--- config.mk ---
export PLATFORM = sky130hd
export DESIGN_NAME = control_unit_flat
export DESIGN_NICKNAME = d
export VERILOG_FILES = /design/src/rtl/control_unit_if.sv /design/src/rtl/control_unit.sv /design/src/flat_wrapper.sv
export SDC_FILE = /design/constraint.sdc
export NUM_CORES = 1
export LEC_CHECK = 0
export BUFFER_PORTS_ARGS = -buffer_cell sky130_fd_sc_hd__buf_2
export CORE_ASPECT_RATIO = 0.7
export CORE_MARGIN = 8
export CORE_UTILIZATION = 49
export CTS_CLUSTER_DIAMETER = 120
export DETAILED_ROUTE_END_ITERATION = 8
export PLACE_DENSITY = 0.75
export SYNTH_ARGS = -nofsm -noshare
export SYNTH_HDL_FRONTEND = slang
export SYNTH_SLANG_ARGS = --single-unit
--- constraint.sdc ---
create_clock -name clk -period 1.8 [get_ports clk]
set_input_delay 0.18 -clock clk [delete_from_list [all_inputs] [get_ports clk]]
set_output_delay 0.18 -clock clk [all_outputs]
set_load 0.01 [all_outputs]
--- src/rtl/control_unit_if.sv ---
// Instruction-decode type shared by the control unit and datapath, plus the
// control bus between them (control unit is master, datapath is slave).
package control_unit_pkg;

    typedef enum logic [3:0] {
        I_NOP,
        I_LOAD,
        I_STORE,
        I_MOVE,
        I_ADD,
        I_SUB,
        I_AND,
        I_OR,
        I_BRANCH,
        I_BZERO,
        I_BNZERO,
        I_BNEG,
        I_BNNEG,
        I_HALT
    } decoded_instruction_type;

endpackage

interface control_unit_if;
    import control_unit_pkg::*;

    decoded_instruction_type decoded_instruction;
    logic                    zero_op;
    logic                    neg_op;
    logic                    branch;
    logic                    pc_enable;
    logic                    ir_enable;
    logic                    addr_sel;
    logic                    c_sel;
    logic [1:0]              operation;
    logic                    write_reg_enable;
    logic                    flags_reg_enable;
    logic                    ram_write_enable;
    logic                    halt;

    modport master (
        input  decoded_instruction, zero_op, neg_op,
        output branch, pc_enable, ir_enable, addr_sel, c_sel, operation,
               write_reg_enable, flags_reg_enable, ram_write_enable, halt
    );

    modport slave (
        output decoded_instruction, zero_op, neg_op,
        input  branch, pc_enable, ir_enable, addr_sel, c_sel, operation,
               write_reg_enable, flags_reg_enable, ram_write_enable, halt
    );

endinterface

--- src/rtl/control_unit.sv ---
// Multi-cycle Moore FSM sequencing fetch/decode/execute for the K&S 16-bit
// processor; all control outputs are decoded from registered state.
module control_unit #(
    parameter int WAIT_CYCLES = 1
) (
    input  logic        clk,
    input  logic        rst,
    control_unit_if.master bus
);
    import control_unit_pkg::*;

    typedef enum logic [3:0] {
        S_FETCH,
        S_FETCH_LATCH,
        S_DECODE,
        S_LOAD_WAIT,
        S_LOAD_WR,
        S_STORE,
        S_ALU,
        S_BRANCH_TAKE,
        S_HALTED
    } state_t;

    // With a combinational RAM the wait states are skipped entirely.
    localparam logic [2:0] LAST_WAIT   = (WAIT_CYCLES == 0) ? 3'd0 : 3'(WAIT_CYCLES - 1);
    localparam state_t     FETCH_ENTRY = (WAIT_CYCLES == 0) ? S_FETCH_LATCH : S_FETCH;
    localparam state_t     LOAD_ENTRY  = (WAIT_CYCLES == 0) ? S_LOAD_WR : S_LOAD_WAIT;

    state_t                  state;
    state_t                  next_state;
    logic [2:0]              wait_cnt;
    decoded_instruction_type alu_instr;

    logic       branch_d;
    logic       pc_enable_d;
    logic       ir_enable_d;
    logic       addr_sel_d;
    logic       c_sel_d;
    logic [1:0] operation_d;
    logic       write_reg_enable_d;
    logic       flags_reg_enable_d;
    logic       ram_write_enable_d;
    logic       halt_d;

    always_ff @(posedge clk) begin
        if (rst) begin
            state     <= S_FETCH;
            alu_instr <= I_NOP;
        end else begin
            state <= next_state;
            if (state == S_DECODE)
                alu_instr <= bus.decoded_instruction;
        end
    end

    // Counter restarts whenever a wait state is freshly entered.
    always_ff @(posedge clk) begin
        if (rst)
            wait_cnt <= 3'd0;
        else if ((next_state == S_FETCH && state != S_FETCH) ||
                 (next_state == S_LOAD_WAIT && state != S_LOAD_WAIT))
            wait_cnt <= 3'd0;
        else if (state == S_FETCH || state == S_LOAD_WAIT)
            wait_cnt <= wait_cnt + 3'd1;
    end

    always_comb begin
        next_state = state;
        unique case (state)
            S_FETCH:
                if (WAIT_CYCLES == 0 || wait_cnt == LAST_WAIT)
                    next_state = S_FETCH_LATCH;
            S_FETCH_LATCH:
                next_state = S_DECODE;
            S_DECODE: begin
                next_state = FETCH_ENTRY;
                case (bus.decoded_instruction)
                    I_LOAD:   next_state = LOAD_ENTRY;
                    I_STORE:  next_state = S_STORE;
                    I_MOVE, I_ADD, I_SUB, I_AND, I_OR:
                              next_state = S_ALU;
                    I_BRANCH: next_state = S_BRANCH_TAKE;
                    I_BZERO:  if (bus.zero_op)  next_state = S_BRANCH_TAKE;
                    I_BNZERO: if (!bus.zero_op) next_state = S_BRANCH_TAKE;
                    I_BNEG:   if (bus.neg_op)   next_state = S_BRANCH_TAKE;
                    I_BNNEG:  if (!bus.neg_op)  next_state = S_BRANCH_TAKE;
                    I_HALT:   next_state = S_HALTED;
                    default:  next_state = FETCH_ENTRY;
                endcase
            end
            S_LOAD_WAIT:
                if (wait_cnt == LAST_WAIT)
                    next_state = S_LOAD_WR;
            S_LOAD_WR:     next_state = FETCH_ENTRY;
            S_STORE:       next_state = FETCH_ENTRY;
            S_ALU:         next_state = FETCH_ENTRY;
            S_BRANCH_TAKE: next_state = FETCH_ENTRY;
            S_HALTED:      next_state = S_HALTED;
            default:       next_state = S_FETCH;
        endcase
    end

    always_comb begin
        branch_d           = 1'b0;
        pc_enable_d        = 1'b0;
        ir_enable_d        = 1'b0;
        addr_sel_d         = 1'b0;
        c_sel_d            = 1'b0;
        operation_d        = 2'b00;
        write_reg_enable_d = 1'b0;
        flags_reg_enable_d = 1'b0;
        ram_write_enable_d = 1'b0;
        halt_d             = 1'b0;
        unique case (state)
            S_FETCH_LATCH: begin
                ir_enable_d = 1'b1;
                pc_enable_d = 1'b1;
            end
            S_LOAD_WAIT:
                addr_sel_d = 1'b1;
            S_LOAD_WR: begin
                addr_sel_d         = 1'b1;
                c_sel_d            = 1'b1;
                write_reg_enable_d = 1'b1;
            end
            S_STORE: begin
                addr_sel_d         = 1'b1;
                ram_write_enable_d = 1'b1;
            end
            // MOVE rides the OR path (A|A) and leaves the flags untouched.
            S_ALU: begin
                write_reg_enable_d = 1'b1;
                case (alu_instr)
                    I_ADD: begin operation_d = 2'b01; flags_reg_enable_d = 1'b1; end
                    I_SUB: begin operation_d = 2'b10; flags_reg_enable_d = 1'b1; end
                    I_AND: begin operation_d = 2'b11; flags_reg_enable_d = 1'b1; end
                    I_OR:  begin operation_d = 2'b00; flags_reg_enable_d = 1'b1; end
                    default: operation_d = 2'b00;
                endcase
            end
            S_BRANCH_TAKE: begin
                branch_d    = 1'b1;
                pc_enable_d = 1'b1;
            end
            S_HALTED:
                halt_d = 1'b1;
            default: ;
        endcase
    end

    assign bus.branch           = branch_d;
    assign bus.pc_enable        = pc_enable_d;
    assign bus.ir_enable        = ir_enable_d;
    assign bus.addr_sel         = addr_sel_d;
    assign bus.c_sel            = c_sel_d;
    assign bus.operation        = operation_d;
    assign bus.write_reg_enable = write_reg_enable_d;
    assign bus.flags_reg_enable = flags_reg_enable_d;
    assign bus.ram_write_enable = ram_write_enable_d;
    assign bus.halt             = halt_d;

endmodule

--- src/flat_wrapper.sv ---
// flat-port wrapper written by rule: the top's interface ports become plain ports
module control_unit_flat import control_unit_pkg::*;
#(
    parameter int WAIT_CYCLES = 1
)
  (clk, rst, bus_decoded_instruction, bus_zero_op, bus_neg_op, bus_branch, bus_pc_enable, bus_ir_enable, bus_addr_sel, bus_c_sel, bus_operation, bus_write_reg_enable, bus_flags_reg_enable, bus_ram_write_enable, bus_halt);
  control_unit_if bus_i ();
  input  logic clk;
  input  logic rst;
  input wire logic [$bits(bus_i.decoded_instruction)-1:0] bus_decoded_instruction;
  input wire logic [$bits(bus_i.zero_op)-1:0] bus_zero_op;
  input wire logic [$bits(bus_i.neg_op)-1:0] bus_neg_op;
  output wire logic [$bits(bus_i.branch)-1:0] bus_branch;
  output wire logic [$bits(bus_i.pc_enable)-1:0] bus_pc_enable;
  output wire logic [$bits(bus_i.ir_enable)-1:0] bus_ir_enable;
  output wire logic [$bits(bus_i.addr_sel)-1:0] bus_addr_sel;
  output wire logic [$bits(bus_i.c_sel)-1:0] bus_c_sel;
  output wire logic [$bits(bus_i.operation)-1:0] bus_operation;
  output wire logic [$bits(bus_i.write_reg_enable)-1:0] bus_write_reg_enable;
  output wire logic [$bits(bus_i.flags_reg_enable)-1:0] bus_flags_reg_enable;
  output wire logic [$bits(bus_i.ram_write_enable)-1:0] bus_ram_write_enable;
  output wire logic [$bits(bus_i.halt)-1:0] bus_halt;
  assign bus_i.decoded_instruction = bus_decoded_instruction;
  assign bus_i.zero_op = bus_zero_op;
  assign bus_i.neg_op = bus_neg_op;
  assign bus_branch = bus_i.branch;
  assign bus_pc_enable = bus_i.pc_enable;
  assign bus_ir_enable = bus_i.ir_enable;
  assign bus_addr_sel = bus_i.addr_sel;
  assign bus_c_sel = bus_i.c_sel;
  assign bus_operation = bus_i.operation;
  assign bus_write_reg_enable = bus_i.write_reg_enable;
  assign bus_flags_reg_enable = bus_i.flags_reg_enable;
  assign bus_ram_write_enable = bus_i.ram_write_enable;
  assign bus_halt = bus_i.halt;
  control_unit #(.WAIT_CYCLES(WAIT_CYCLES)) u_core (.clk(clk), .rst(rst), .bus(bus_i));
endmodule
==> flow_summary.toml <==
[worst_hold_path]
hp-class = "in2reg"
holdPathStages = 2

[run_status]
failed_checks = "setup timing"
outcome = "finished, violations left"

[grt]
grt_antenna_before_repair = 0
grt_pass1_vias = 910
grt_max_degree = 14
grt_use_total_pct = 13.7
overflow = 0
grt_pass1_wl_um = 4090

[flow_run]
maxCapViolCount = 0

[finish]
stdcell_count = 165
layout-drive-gt1-share_pct = 38.3
design_area_um2 = 1180
diodes = 0
nets = 152
syn_to_final_growth_pct = 15.0
fillerInstances = 182

[cts]
cts-root-buf = "clkbuf_4"
numCtsBuffers = 3
cts_tree = "done"
clk_pin_slew_ns = 0.07
clock_path_buffers = 2
clock-sinks = 11
h-tree-depth = 1
clk_latency_ns = 0.28

[worst_setup_path]
start_kind = "register"
crit_path_top_delay_cell = "or4b_4"
arrival_ns = 1.99
rrSetupSlack_ns = -0.02
path_cells = "or4b_4 > a311oi_4 > a31oi_4 > o221ai_1 > nand3_1"
cp.required_ns = 1.97
r2r_cells = 5
end_kind = "register"
worst-setup-path-type = "reg2reg"
path_max_fanout = 4
max_stage_delay_ns = 0.58

[sta]
fin_crit_ns = 1.82
final-setup-viol-count = 2
max_slew_margin_pct = 64.6
fin_crit_sh_pct = 101
fmax_mhz = 548
whs_ns = 0.236
fin_setup_tns_ns = -0.0390
worstMarginPinSlew_ns = 0.527
hold_violations = 0
rsz0062_at_grt = "true"
drv_slew = 0
clock_skew_ns = 0.00556
layout_setup_ws_ns = -0.0249

[floorplanning]
start_util_pct = 49.6
fp-row-count = 14
core_area_um2 = 2070
dieArea_um2 = 3830
die_y_um = 54.3
die_w_um = 70.7
io_pins = 19

[synthesis]
yosysSeqAreaShare_pct = 21.5
yosysUniqueCellTypes = 46
synth_seq_cells = 11
syn-num-nets = 129
synth_area_um2 = 1020
netlist.area_leader.share_pct = 21.5
ys_top_cells_by_count = "13 x nor2_1, 11 x dfxtp_1, 11 x nand2_1"
ys_warn_count = 0
ys_top_cells_by_area = "dfxtp_1 21%, clkbuf_8 6.7%, nor2_1 4.8%, o221ai_1 4.3%, nand2_1 4.0%"
synth.avg_cell_area_um2 = 8.61
yosysTopAreaCell = "dfxtp_1"
synth_most_common_cell = "nor2_1"
ys.flop_type = "dfxtp_1"
synth_cells = 119
synth-async-reset-ratio_pct = 0
synth_edf_count = 0

[power_and_ir_drop]
powerDensity_nw_per_um2 = 1130
irDropWorstVdd_uv = 442
p_leak_uw = 0.000481

[detailed_routing]
firstDrtPassIters = 6
antenna_left = 0
drc = 0
post_drt_wl_per_cell_um = 16.0
viasPerCell = 6.02
routed_wl_um = 2640
drt_iter0_drc = 72
num_vias = 993

[placed_design]
place.gp.congestion = 0.861
placed_area_um2 = 1100
dp_slack_ns = 0.0103
hpwl_um = 1960
port-buffer-count = 18
dp.cells = 160
-- per-stage QoR --
step,total power (uW),util (%)
2_1_floorplan,893,-
3_3_place_gp,1040,53.2
3_5_place_dp,1070,53.2
4_1_cts,1250,54.5
5_1_grt,1440,57.0
6_report,1340,57.0
-- path summary, 6_finish.rpt --
kind,from,to
setup / recovery,u_core.state[0],u_core.wait_cnt[1]
hold / removal,rst,u_core.state[2]
setup reg to reg,u_core.state[0],u_core.wait_cnt[1]
hold reg to reg,u_core.alu_instr[3],u_core.alu_instr[3]
-- placed cells by master, fill, tap and decap left out, drive strengths merged, types with 2 or more instances in the layout --
| cell | n |
|---|---|
| nor3b | 2 |
| nand4b | 2 |
| nand2b | 4 |
| nand3 | 4 |
| nor2b | 3 |
| inv | 4 |
| or2 | 2 |
| o221ai | 5 |
| buf | 27 |
| clkbuf | 4 |
| dfxtp | 11 |
| nand2 | 11 |
| o21ai | 4 |
| xnor2 | 2 |
| a21oi | 8 |
| a31o | 2 |
| nor2 | 13 |
| ha | 2 |
| a211o | 2 |
| nand4bb | 3 |
| o22ai | 3 |
| nor3 | 2 |
| or4b | 2 |
-- flip-flops by register name, indices dropped and copies added, names as in the netlist --
name	flops
u_core.wait_cnt	3
u_core.alu_instr	4
u_core.state	4
-- final cells by class --
type                    count  area (um2)  share of cell area, %
multi-input cells          95         727                   61.7
flip-flops and latches     11         223                   18.9
repair buffers             27         158                   13.4
well taps                  24        30.0                   2.55
clock buffers               4        26.3                   2.23
inverters                   4        15.0                   1.27
-- cell families (layout without fill, tap and decap cells) --
logic type,after synthesis,count (layout),share of synthesized area (%)
DFF,11,11,21.5
muxes,3,3,4.27
and+or+nand+nor,56,56,34.1
buffers and inverters,13,35,11.7
AOI/OAI and AO/OA,31,31,23.4
adders and majority gates,2,2,2.44
xor gates and xnor gates,3,3,2.56
-- layer usage --
| layer | routed length (um) | vias up | track usage [%] |
|---|---|---|---|
| met1 | 1060 | 460 | 14.8 |
| met5 | 0 | - | 0 |
| met3 | 256 | 11 | 5.12 |
| met4 | 87 | 0 | 6.16 |
| met2 | 1240 | 40 | 24.2 |
| li1 | - | 482 | - |
-- worst max-delay path, delay by kind of cell, from the launching register on --
kind,cells,cell delay (ns)
AOI/OAI and AO/OA,3,0.72
and+or+nand+nor,2,0.67
DFF,1,0.32
-- power breakdown --
group	switching [uW]	total, uW	internal, uW
registers	34.2	331	297
logic	446	830	384
clock network	90.0	176	86.1
total	570	1340	767
-- repair_timing --
action | 4_1_cts | 5_1_grt
pin swaps | 0 | 2
resized for setup | 1 | 10
hold buffers | 0 | 0
setup buffers | 0 | 1
endpoints found under the setup margin | 1 | 6
(Power assumes the default switching activity.)
